File: src/rtl/pipe_hazard_ctrl.sv
// Pipeline hazard/stall controller for the in-order CPU.
// Produces per-pipeline-register stall/flush from memory waits, branch events,
// load-use interlocks and interrupt drain/entry sequencing. Register index 0 is
// IF/ID and NUM_STAGES-1 is MEM/WB. Flush dominates stall at the same index.
module pipe_hazard_ctrl #(
   parameter int NUM_STAGES  = 4,
   parameter int REG_AW      = 4,
   parameter int LOAD_LAT    = 1,
   parameter int MEM_TIMEOUT = 15
) (
   input  logic                  clk,
   input  logic                  rst_n,
   input  logic [REG_AW-1:0]     id_rs1,
   input  logic [REG_AW-1:0]     id_rs2,
   input  logic                  id_rs1_used,
   input  logic                  id_rs2_used,
   input  logic [REG_AW-1:0]     ex_rd,
   input  logic                  ex_is_load,
   input  logic                  ex_reg_wr,
   input  logic                  branch_miss,
   input  logic                  branch_id,
   input  logic                  alert,
   input  logic                  int_mask,
   input  logic                  mem_req,
   input  logic                  mem_valid,
   input  logic                  err_clr,
   output logic [NUM_STAGES-1:0] stall,
   output logic [NUM_STAGES-1:0] flush,
   output logic                  int_ack,
   output logic                  mem_timeout_err,
   output logic [1:0]            state
);

   localparam int TW = $clog2(MEM_TIMEOUT) + 1;
   localparam int DW = $clog2(NUM_STAGES) + 1;
   localparam int LW = $clog2(LOAD_LAT) + 1;
   localparam logic [TW-1:0] TMO_LAST   = TW'(MEM_TIMEOUT - 1);
   localparam logic [DW-1:0] DRAIN_LAST = DW'(NUM_STAGES - 2);
   localparam logic [LW-1:0] LU_INIT    = LW'(LOAD_LAT - 1);

   typedef enum logic [1:0] {IDLE = 2'd0, MEM_WAIT = 2'd1, INT_DRAIN = 2'd2, INT_ENTER = 2'd3} state_t;

   state_t          st_q;
   logic [TW-1:0]   tmo_cnt;
   logic [DW-1:0]   drain_cnt;
   logic [LW-1:0]   lu_cnt;
   logic            int_pend;
   logic            err_q;

   logic mem_stall, lu_cond, lu_hz, normal, tmo_hit, int_req;
   logic [NUM_STAGES-1:0] st_raw, fl;

   assign mem_stall = mem_req & ~mem_valid;
   assign lu_cond   = ex_is_load & ex_reg_wr &
                      ((id_rs1_used & (id_rs1 == ex_rd)) | (id_rs2_used & (id_rs2 == ex_rd)));
   assign lu_hz     = (lu_cnt != '0) | lu_cond;
   assign normal    = (st_q == IDLE) | (st_q == MEM_WAIT);
   assign tmo_hit   = (st_q == MEM_WAIT) & ~mem_valid & (tmo_cnt == TMO_LAST);
   assign int_req   = alert & ~int_mask;

   assign state           = st_q;
   assign mem_timeout_err = err_q;

   // Combinational stall/flush/ack; held at zero while reset is asserted.
   always_comb begin
      st_raw  = '0;
      fl      = '0;
      int_ack = 1'b0;
      if (mem_stall) begin
         st_raw[NUM_STAGES-2:0] = '1;
         fl[NUM_STAGES-1]       = 1'b1;
      end
      // Timeout aborts the stuck memory op by bubbling the EX/MEM register.
      if (tmo_hit) fl[NUM_STAGES-2] = 1'b1;
      case (st_q)
         IDLE, MEM_WAIT: begin
            if (!mem_stall) begin
               if (branch_miss) fl[1:0] = 2'b11;
               else if (lu_hz) begin
                  st_raw[0] = 1'b1;
                  fl[1]     = 1'b1;
               end else if (branch_id) fl[0] = 1'b1;
            end
         end
         INT_DRAIN: begin
            fl[0] = 1'b1;
            if (branch_miss) fl[1] = 1'b1;
         end
         default: begin
            int_ack = 1'b1;
            fl[0]   = 1'b1;
         end
      endcase
      if (!rst_n) begin
         st_raw  = '0;
         fl      = '0;
         int_ack = 1'b0;
      end
      stall = st_raw & ~fl;
      flush = fl;
   end

   // FSM, sequencing counters, pending interrupt and sticky timeout flag.
   always_ff @(posedge clk or negedge rst_n) begin
      if (!rst_n) begin
         st_q      <= IDLE;
         tmo_cnt   <= '0;
         drain_cnt <= '0;
         lu_cnt    <= '0;
         int_pend  <= 1'b0;
         err_q     <= 1'b0;
      end else begin
         // Load-use bubbles freeze with the pipeline during a mem stall and
         // are dropped when the instruction is flushed away.
         if (!mem_stall) begin
            if (!normal || branch_miss) lu_cnt <= '0;
            else if (lu_cnt != '0)      lu_cnt <= lu_cnt - LW'(1);
            else if (lu_cond)           lu_cnt <= LU_INIT;
         end
         if (tmo_hit)      err_q <= 1'b1;
         else if (err_clr) err_q <= 1'b0;
         case (st_q)
            IDLE: begin
               if (mem_stall) begin
                  st_q    <= MEM_WAIT;
                  tmo_cnt <= '0;
                  if (int_req) int_pend <= 1'b1;
               end else if (int_pend || int_req) begin
                  st_q      <= INT_DRAIN;
                  drain_cnt <= '0;
               end
            end
            MEM_WAIT: begin
               if (alert) int_pend <= 1'b1;
               if (mem_valid)                st_q <= IDLE;
               else if (tmo_cnt == TMO_LAST) st_q <= IDLE;
               else                          tmo_cnt <= tmo_cnt + TW'(1);
            end
            INT_DRAIN: begin
               if (!mem_stall) begin
                  if (drain_cnt == DRAIN_LAST) st_q <= INT_ENTER;
                  else                         drain_cnt <= drain_cnt + DW'(1);
               end
            end
            default: begin
               st_q     <= IDLE;
               int_pend <= 1'b0;
            end
         endcase
      end
   end

endmodule

File: config.mk
export PLATFORM = sky130hd
export DESIGN_NAME = pipe_hazard_ctrl
export DESIGN_NICKNAME = d
export VERILOG_FILES = /design/src/rtl/pipe_hazard_ctrl.sv
export SDC_FILE = /design/constraint.sdc
export NUM_CORES = 1
export LEC_CHECK = 0
export CORE_AREA = 8 8 57 59
export CTS_BUF_LIST = sky130_fd_sc_hd__clkbuf_4
export CTS_CLUSTER_DIAMETER = 50
export CTS_CLUSTER_SIZE = 20
export DETAILED_ROUTE_END_ITERATION = 7
export DIE_AREA = 0 0 65 67
export HOLD_SLACK_MARGIN = 0.08
export PLACE_DENSITY = 0.81
export SETUP_SLACK_MARGIN = 0.5
export SLEW_MARGIN = 20
export SYNTH_ARGS = -nofsm -noshare
export SYNTH_HDL_FRONTEND = slang
export SYNTH_SLANG_ARGS = --single-unit
File: constraint.sdc
create_clock -name clk -period 2.03 [get_ports clk]
set_input_delay 0.609 -clock clk [delete_from_list [all_inputs] [get_ports clk]]
set_output_delay 0.609 -clock clk [all_outputs]
set_load 0.005 [all_outputs]
==> PnR_summary.wiki, run 1 <==
{| class="wikitable"
! Metric !! Value
|-
| CP required || 1.42 ns
|-
| Total wirelength of the detailed-routed design || roughly 3.8 mm
|-
| Number of enable flip-flop cells after synthesis || 0
|-
| Final net count || just over 200
|-
| Final Hold Viols || 0
|-
| Count of buffers from port buffering || 35
|-
| Placed cell count || 185
|-
| Final setup skew || between 0.0015 and 0.002 ns
|-
| Vertical extent of the die || around 67 µm
|-
| Sequential element share of the synthesized area || 34.04%
|-
| Number of global-route vias before repair || 1209
|-
| Cts bufs inserted || 3
|-
| Initial standard-cell utilization of the core || a little under two fifths
|-
| Startpoint of the worst setup timing path || ex_rd[3]
|-
| Wire length of the first global-routing pass || ~5.6 mm
|-
| Class of the worst hold path || input port to asynchronous set/reset pin
|-
| Total global routing overflow || 0
|-
| XOR/XNOR Fraction of Synth Area || between 10% and 20%
|-
| VDD IR-drop max || between 900 and 1000 µV
|-
| CTS H-tree depth || 1
|-
| Synth unique cells || 34
|-
| Cell count after synthesis || 103
|-
| Reported leakage power || 0.8527 nW
|-
| Total setup violations reported at the end of the flow || 7
|-
| Run status || finished with violations
|-
| Count of antenna diodes in the layout || 0
|-
| Max Clk Rate || 413.4 MHz
|-
| Crit share post-route || 119.1%
|-
| Crit. End Element || primary output
|-
| Violated checks || setup timing
|-
| Via count normalized by instance count || approximately 5.4
|-
| Overall die width || about 65 µm
|-
| Clk Latency, worst-skew pair || roughly 0.28 ns
|-
| Pin count of the biggest net entering global routing || 13
|-
| Die Outline Area || about 4400 µm²
|-
| Highest fanout seen on the critical path || 3
|-
| Post-DRT Antenna Nets || 0
|-
| Clock transition at the registers of the reported paths || roughly 0.08 ns
|-
| Fraction of synthesis flops using an asynchronous set or reset pin || 100.0%
|-
| Antenna violations before repair || 0
|-
| Number of clock sinks seen by CTS || 12
|-
| Final cell area excluding filler cells || ~1800 µm²
|-
| Tightest slew margin relative to the limit || 67.07%
|-
| RSZ-0062 raised after global routing || true
|-
| Compound-cell area share of the yosys netlist || 20.99%
|-
| Multiplexer share of the synthesized area || 0%
|-
| Most used flip-flop cell after synthesis || sky130_fd_sc_hd__dfrtp_1
|-
| Element type at the critical path start || input port
|-
| Root Driver || sky130_fd_sc_hd__clkbuf_4
|-
| PnR worst setup slack || -0.3887 ns
|-
| Placement row count || 18
|-
| Iteration-0 DRC Markers || 53
|-
| Proportion of layout cells with a drive suffix above 1 || a little over half
|-
| Pins over their slew limit || 0
|-
| Number of top-level pins || 37
|-
| Core Region || around 2400 µm²
|-
| Area of placed instances || 1439 µm²
|-
| Layout filler cell count || 140
|-
| Post-detailed-route wirelength per cell || 18.51 µm
|-
| Total vias in the final route || around 1100
|-
| Adder and majority gate portion of the synthesized area || under 10%
|-
| Post-synthesis net count || ~130
|-
| Area added between synthesis and finish || 99.29%
|-
| Data arrival time of the worst path || 1.81 ns
|-
| Main combinational cell family by area after synthesis || simple AND/OR/NAND/NOR gates
|-
| Startpoint of the worst-slack reg-to-reg timing path || tmo_cnt[1]$_DFFE_PN0P_
|-
| DRC errors left || 0
|-
| Placer Congestion || 0.7568
|-
| Cts hold-fix bufs || 0
|-
| Worst-margin pin slew || ~0.49 ns
|-
| Simple-gate share of the synthesized area || roughly 21%
|-
| Final min period || about 2.4 ns
|-
| Post-route non-filler standard cell count || between 200 and 250
|-
| Synth Area per Inst || around 8.6 µm²
|-
| Setup Crit Path Kind || input port to primary output
|-
| Count of yosys warnings during synthesis || 0
|-
| Pwr dens || 866.4 nW/µm²
|-
| Global-route usage over all layers || 16.63%
|-
| TritonCTS clock tree || built
|-
| Total half-perimeter wirelength after legalization and detailed placement || between 2 and 2.5 mm
|-
| Reported max-cap violation count || 0
|-
| CTS Buffer Depth || 2
|-
| Post-synthesis register bit count || 12
|-
| Cell area after synthesis || between 800 and 900 µm²
|-
| TritonRoute pass-1 iters || 4
|}
==> kinds of logic after synthesis <==
| kind of cell | after synthesis |
|---|---|
| and+or+nand+nor | 37 |
| AOI/OAI and AO/OA | 26 |
| xor gates and xnor gates | 11 |
| DFF | 12 |
| adders and majority gates | 4 |
| other | 1 |
| buffers and inverters | 12 |
==> through the flow <==
step	setup TNS, ns	hold WS, ns	power [mW]	worst slack [ns]	util (%)
final	-1.441	0.3164	1.523	-0.3887	74.34
after global routing	-1.798	0.3123	1.606	-0.4133	74.34
after CTS	-1.426	0.3082	1.339	-0.4313	69.74
after detailed placement	-7.063	0.5137	0.9977	-1.143	60.85
after global placement	-6.623	0.5174	0.9683	-1.112	60.85
after floorplan	-0.3062	0.3134	0.7216	-0.1152	-
==> synth_stat cells (all sizes together) (2+ instances only) <==
| master | n | area, µm² |
|---|---|---|
| nor2b | 2 | 12.51 |
| xnor2 | 2 | 17.52 |
| nand3 | 4 | 20.02 |
| xor2 | 9 | 78.83 |
| nor4 | 2 | 12.51 |
| nand4 | 4 | 25.02 |
| inv | 7 | 26.28 |
| nor3 | 2 | 10.01 |
| and2 | 2 | 12.51 |
| ha | 4 | 50.05 |
| o21ai | 10 | 50.05 |
| clkbuf | 2 | 7.510 |
| buf | 3 | 23.77 |
| dfrtp | 12 | 300.3 |
| a21oi | 6 | 30.03 |
| nor2 | 10 | 37.54 |
| nand2 | 6 | 22.52 |
| a22o | 3 | 26.28 |
==> power by group <==
group	switching (mW)	internal, mW	total [mW]
combinational	0.478	0.514	0.992
sequential	0.0632	0.309	0.372
clock	0.0875	0.0715	0.159
total	0.628	0.895	1.52
==> worst paths after layout <==
check                                              endpoint  slack (ns)  cells after the start
worst min register to register  mem_timeout_err$_DFFE_PN0P_        0.54                      2
worst min-delay path            mem_timeout_err$_DFFE_PN0P_        0.32                      3
max in group asynchronous          drain_cnt[2]$_DFFE_PN0P_        1.55                      3
worst max-delay path                               flush[1]       -0.39                      6
min in group clk                mem_timeout_err$_DFFE_PN0P_        0.54                      2
worst max register to register       tmo_cnt[4]$_DFFE_PN0P_       -0.02                      9
==> layer usage <==
metal / global-route usage [%] / up-vias / share of wire (%)
li1: - / 506 / -
met4: 8.719 / 0 / 3.9
met1: 16.16 / 540 / 35
met2: 32.55 / 49 / 57
met5: 0 / - / 0
met3: 3.020 / 17 / 4.1
==> layout by cell type, fill, tap and decap left out, drive strengths merged, types with 2 or more instances in the layout <==
master and n:
a21oi 6, a22o 3, and2 2, buf 58, clkbuf 5, clkdlybuf4s15 3, clkdlybuf4s50 4, dfrtp 12
dlygate4sd2 5, ha 4, inv 7, nand2 6, nand3 4, nand4 4, nor2 10, nor2b 2
nor3 2, nor4 2, o21ai 10, xnor2 2, xor2 9
==> final cells by class <==
| class | count | area [µm²] | share of cell area, % |
|---|---|---|---|
| multi-input cells | 79 | 701.9 | 39.93 |
| repair buffers | 73 | 665.6 | 37.86 |
| flip-flops and latches | 12 | 300.3 | 17.08 |
| well taps | 30 | 37.54 | 2.135 |
| inverters | 7 | 26.28 | 1.495 |
| clock buffers | 3 | 22.52 | 1.281 |
| clock inverters | 1 | 3.754 | 0.2135 |
==> worst max-delay path: stages <==
cell,delay [ns]
sky130_fd_sc_hd__buf_6,0.09
sky130_fd_sc_hd__xor2_1,0.15
sky130_fd_sc_hd__or4_4,0.55
sky130_fd_sc_hd__o41ai_4,0.10
sky130_fd_sc_hd__o211a_1,0.20
sky130_fd_sc_hd__buf_2,0.11
==> repair_timing <==
item                                    CTS  global route
pin swaps                                22            13
gates resized for setup                 135            22
setup buffers                            13             3
cloned                                    0             0
endpoints found under the setup margin   20            19
==> flip-flops by register name (all words and copies together) (netlist names) <==
signal           flops
mem_timeout_err      1
state                2
int_pend             1
tmo_cnt              5
drain_cnt            3
No activity file was read; power rests on OpenSTA's default activity.
==> inputs of run 2 (changes only) <==
--- a/config.mk
+++ b/config.mk
@@ -5,14 +5,15 @@
 export SDC_FILE = /design/constraint.sdc
 export NUM_CORES = 1
 export LEC_CHECK = 0
-export CORE_AREA = 8 8 57 59
+export CORE_AREA = 8 8 56 58
 export CTS_BUF_LIST = sky130_fd_sc_hd__clkbuf_4
 export CTS_CLUSTER_DIAMETER = 50
 export CTS_CLUSTER_SIZE = 20
 export DETAILED_ROUTE_END_ITERATION = 7
-export DIE_AREA = 0 0 65 67
+export DIE_AREA = 0 0 64 66
 export HOLD_SLACK_MARGIN = 0.08
-export PLACE_DENSITY = 0.81
+export PLACE_DENSITY = 0.8
+export RECOVER_POWER = 100
 export SETUP_SLACK_MARGIN = 0.5
 export SLEW_MARGIN = 20
 export SYNTH_ARGS = -nofsm -noshare
==> constraint.sdc (replaced) <==
create_clock -name clk -period 2.4 [get_ports clk]
set_input_delay 0.72 -clock clk [delete_from_list [all_inputs] [get_ports clk]]
set_output_delay 0.72 -clock clk [all_outputs]
set_load 0.005 [all_outputs]
==> run 2 against run 1 <==
  * The flow still finishes with violations (setup timing)
  * Power decreased by 31%
  * Clock power decreased by 23%
  * Non-clock buffer count decreased by 6
  * Highest routed layer unchanged
  * Count of clock-buffer cells in the layout unchanged
  * Critical path depth unchanged
  * Largest power group unchanged
==> PnR_summary.wiki, run 2 (synthesis results as in run 1) <==
{| class="wikitable"
! Metric !! Value
|-
| Class of the worst hold path || input port to asynchronous set/reset pin
|-
| DRC errors left || 0 (unchanged)
|-
| Element type at the critical path start || input port
|-
| VDD IR-drop max || 650.4 µV (-30%)
|-
| Data arrival time of the worst path || 2.05 ns (+0.24 ns)
|-
| Pin count of the biggest net entering global routing || 12 (-1)
|-
| Run status || finished with violations
|-
| Number of global-route vias before repair || 1132 (-6.4%)
|-
| Root Driver || sky130_fd_sc_hd__clkbuf_4
|-
| Initial standard-cell utilization of the core || 38.03% (+0.72 points)
|-
| CTS Buffer Depth || 2 (unchanged)
|-
| Number of flip-flops under the largest register name || 5 (unchanged)
|-
| Placer Congestion || 0.8602 (+14%)
|-
| Die Outline Area || 4224 µm² (-3.0%)
|-
| Cts bufs inserted || 3 (unchanged)
|-
| Place WS || -1.035 ns (+0.1084 ns)
|-
| Post-Route Hold Slack || 0.5050 ns (+0.1886 ns)
|-
| Most used cells in the layout excluding fill and tap cells || sky130_fd_sc_hd__buf_4, sky130_fd_sc_hd__dfrtp_1, sky130_fd_sc_hd__dlygate4sd2_1
|-
| Pwr dens || 691.6 nW/µm² (-20%)
|-
| Count of antenna diodes in the layout || 0 (unchanged)
|-
| Post-detailed-route wirelength per cell || 16.78 µm (-9.4%)
|-
| Total half-perimeter wirelength after legalization and detailed placement || 2.305 mm (+3.1%)
|-
| Pins over their slew limit || 0 (unchanged)
|-
| Clock transition at the registers of the reported paths || 0.07 ns (about the same)
|-
| Final setup skew || 0.002186 ns (+0.0005889 ns)
|-
| Crit. End Element || primary output
|-
| Register bank with the most flops || tmo_cnt
|-
| Vertical extent of the die || 66 µm (-1.5%)
|-
| Area occupied by registers || 300.3 µm² (unchanged)
|-
| PnR worst setup slack || -0.3708 ns (+0.01793 ns)
|-
| Pwr Total || 1.048 mW (-31%)
|-
| Worst-margin pin slew || 0.7488 ns (+0.2586 ns)
|-
| CTS H-tree depth || 1 (unchanged)
|-
| Setup Crit Path Kind || input port to primary output
|-
| Final net count || 199 (-2.9%)
|-
| Iteration-0 DRC Markers || 47 (-11%)
|-
| Number of top-level pins || 37 (unchanged)
|-
| Via count normalized by instance count || 5.278 (-2.7%)
|-
| Crit share post-route || 115.4%
|-
| Clk Latency, worst-skew pair || 0.27 ns (about the same)
|-
| Number of clock sinks seen by CTS || 12 (unchanged)
|-
| Overall die width || 64 µm (-1.5%)
|-
| Global-route usage over all layers || 16.70% (+0.070 points)
|-
| TritonCTS clock tree || built
|-
| Antenna violations before repair || 0 (unchanged)
|-
| Total wirelength of the detailed-routed design || 3.322 mm (-12%)
|-
| Placed cell count || 180 (-2.7%)
|-
| Tightest slew margin relative to the limit || 49.95% (-17 points)
|-
| TritonRoute pass-1 iters || 4 (unchanged)
|-
| Total setup violations reported at the end of the flow || 3 (-4)
|-
| Placement row count || 18 (unchanged)
|-
| Max Clk Rate || approximately 360 MHz
|-
| Reported max-cap violation count || 0 (unchanged)
|-
| Final min period || roughly 2.8 ns
|-
| Most common cell after layout, fill and taps aside || sky130_fd_sc_hd__buf_4
|-
| Multi-input combinational cell area || 580.6 µm² (-17%)
|-
| RSZ-0062 raised after global routing || true
|-
| Proportion of layout cells with a drive suffix above 1 || 32.74% (-20 points)
|-
| Total global routing overflow || 0 (unchanged)
|-
| Post-layout utilization of the core || 65.32% (-9.0 points)
|-
| Post-DRT Antenna Nets || 0 (unchanged)
|-
| CP required || 1.68 ns (+0.26 ns)
|-
| Core Region || 2320 µm² (-1.9%)
|-
| Wire length of the first global-routing pass || 5.540 mm (-1.4%)
|-
| Layout filler cell count || 191 (+36%)
|-
| Area added between synthesis and finish || 71.77%
|-
| Highest fanout seen on the critical path || 3 (unchanged)
|-
| Post-route non-filler standard cell count || 198 (-3.4%)
|-
| Violated checks || setup timing
|-
| Count of buffers from port buffering || 35 (unchanged)
|-
| Total vias in the final route || 1045 (-6.0%)
|-
| Reported leakage power || 0.7553 nW (-11%)
|-
| Final Hold Viols || 0 (unchanged)
|}
-- run 2: cell types whose count changed in the layout (fill, tap and decap cells not counted), moves of 3 or more --
cell                            previous run  this run
sky130_fd_sc_hd__o21ai_0                   3         6
sky130_fd_sc_hd__dlygate4sd2_1             5        12
sky130_fd_sc_hd__o21ai_2                   3         0
sky130_fd_sc_hd__buf_6                    21         8
sky130_fd_sc_hd__clkbuf_1                  0         5
sky130_fd_sc_hd__xor2_1                    5         8
sky130_fd_sc_hd__buf_4                    25        22
sky130_fd_sc_hd__xor2_2                    4         1
-- run 2: layout make-up --
class	count	area share (%)
Multi-Input combinational cell	79	38.32
Timing Repair Buffer	67	36.09
Sequential cell	12	19.82
Tap cell	30	2.477
Inverter	7	1.817
Clock buffer	3	1.486
-- run 2: power breakdown --
| part | switching [mW] | internal (mW) | leakage (nW) |
|---|---|---|---|
| registers | 0.0588 | 0.261 | 0.158 |
| logic | 0.290 | 0.316 | 0.583 |
| clock network | 0.0634 | 0.0582 | 0.0138 |
| total | 0.412 | 0.635 | 0.755 |
-- run 2: through the flow --
step / TNS, ns / instance area (µm²)
6_report: -1.089 / 1515
5_1_grt: -1.273 / 1515
4_1_cts: -0.9965 / 1545
3_5_place_dp: -5.490 / 1384
3_3_place_gp: -5.070 / 1384
2_1_floorplan: 0 / 899.6
-- run 2: worst max-delay path, stage by stage --
cell and delay (ns):
sky130_fd_sc_hd__clkdlybuf4s15_1 0.21, sky130_fd_sc_hd__xor2_1 0.18, sky130_fd_sc_hd__or4_4 0.56, sky130_fd_sc_hd__o41ai_4 0.09
sky130_fd_sc_hd__a32o_1 0.18, sky130_fd_sc_hd__buf_2 0.12
-- run 2: final timing paths --
path | from | end | slack (ns) | depth (start not counted)
max | ex_rd[2] | stall[0] | -0.37 | 6
min | rst_n | state[1]$_DFFE_PN0P_ | 0.50 | 2
max reg2reg | tmo_cnt[1]$_DFFE_PN0P_ | tmo_cnt[3]$_DFFE_PN0P_ | 0.10 | 8
min reg2reg | mem_timeout_err$_DFFE_PN0P_ | mem_timeout_err$_DFFE_PN0P_ | 0.54 | 2
max in group asynchronous | rst_n | tmo_cnt[1]$_DFFE_PN0P_ | 1.18 | 3
min in group clk | mem_timeout_err$_DFFE_PN0P_ | mem_timeout_err$_DFFE_PN0P_ | 0.54 | 2
-- run 2: repair_timing --
action | in CTS | in global routing
hold buffers | 0 | 0
gates resized for setup | 96 | 6
endpoints found under the setup margin | 16 | 11
buffers inserted | 14 | 1
pin swaps | 17 | 9
-- run 2: routing by layer --
metal	global-route usage, %	vias up	share of wire [%]
li1	-	493	-
met4	9.471	0	3.4
met3	2.542	11	4.9
met1	17.08	501	39
met2	31.62	40	53
met5	0	-	0
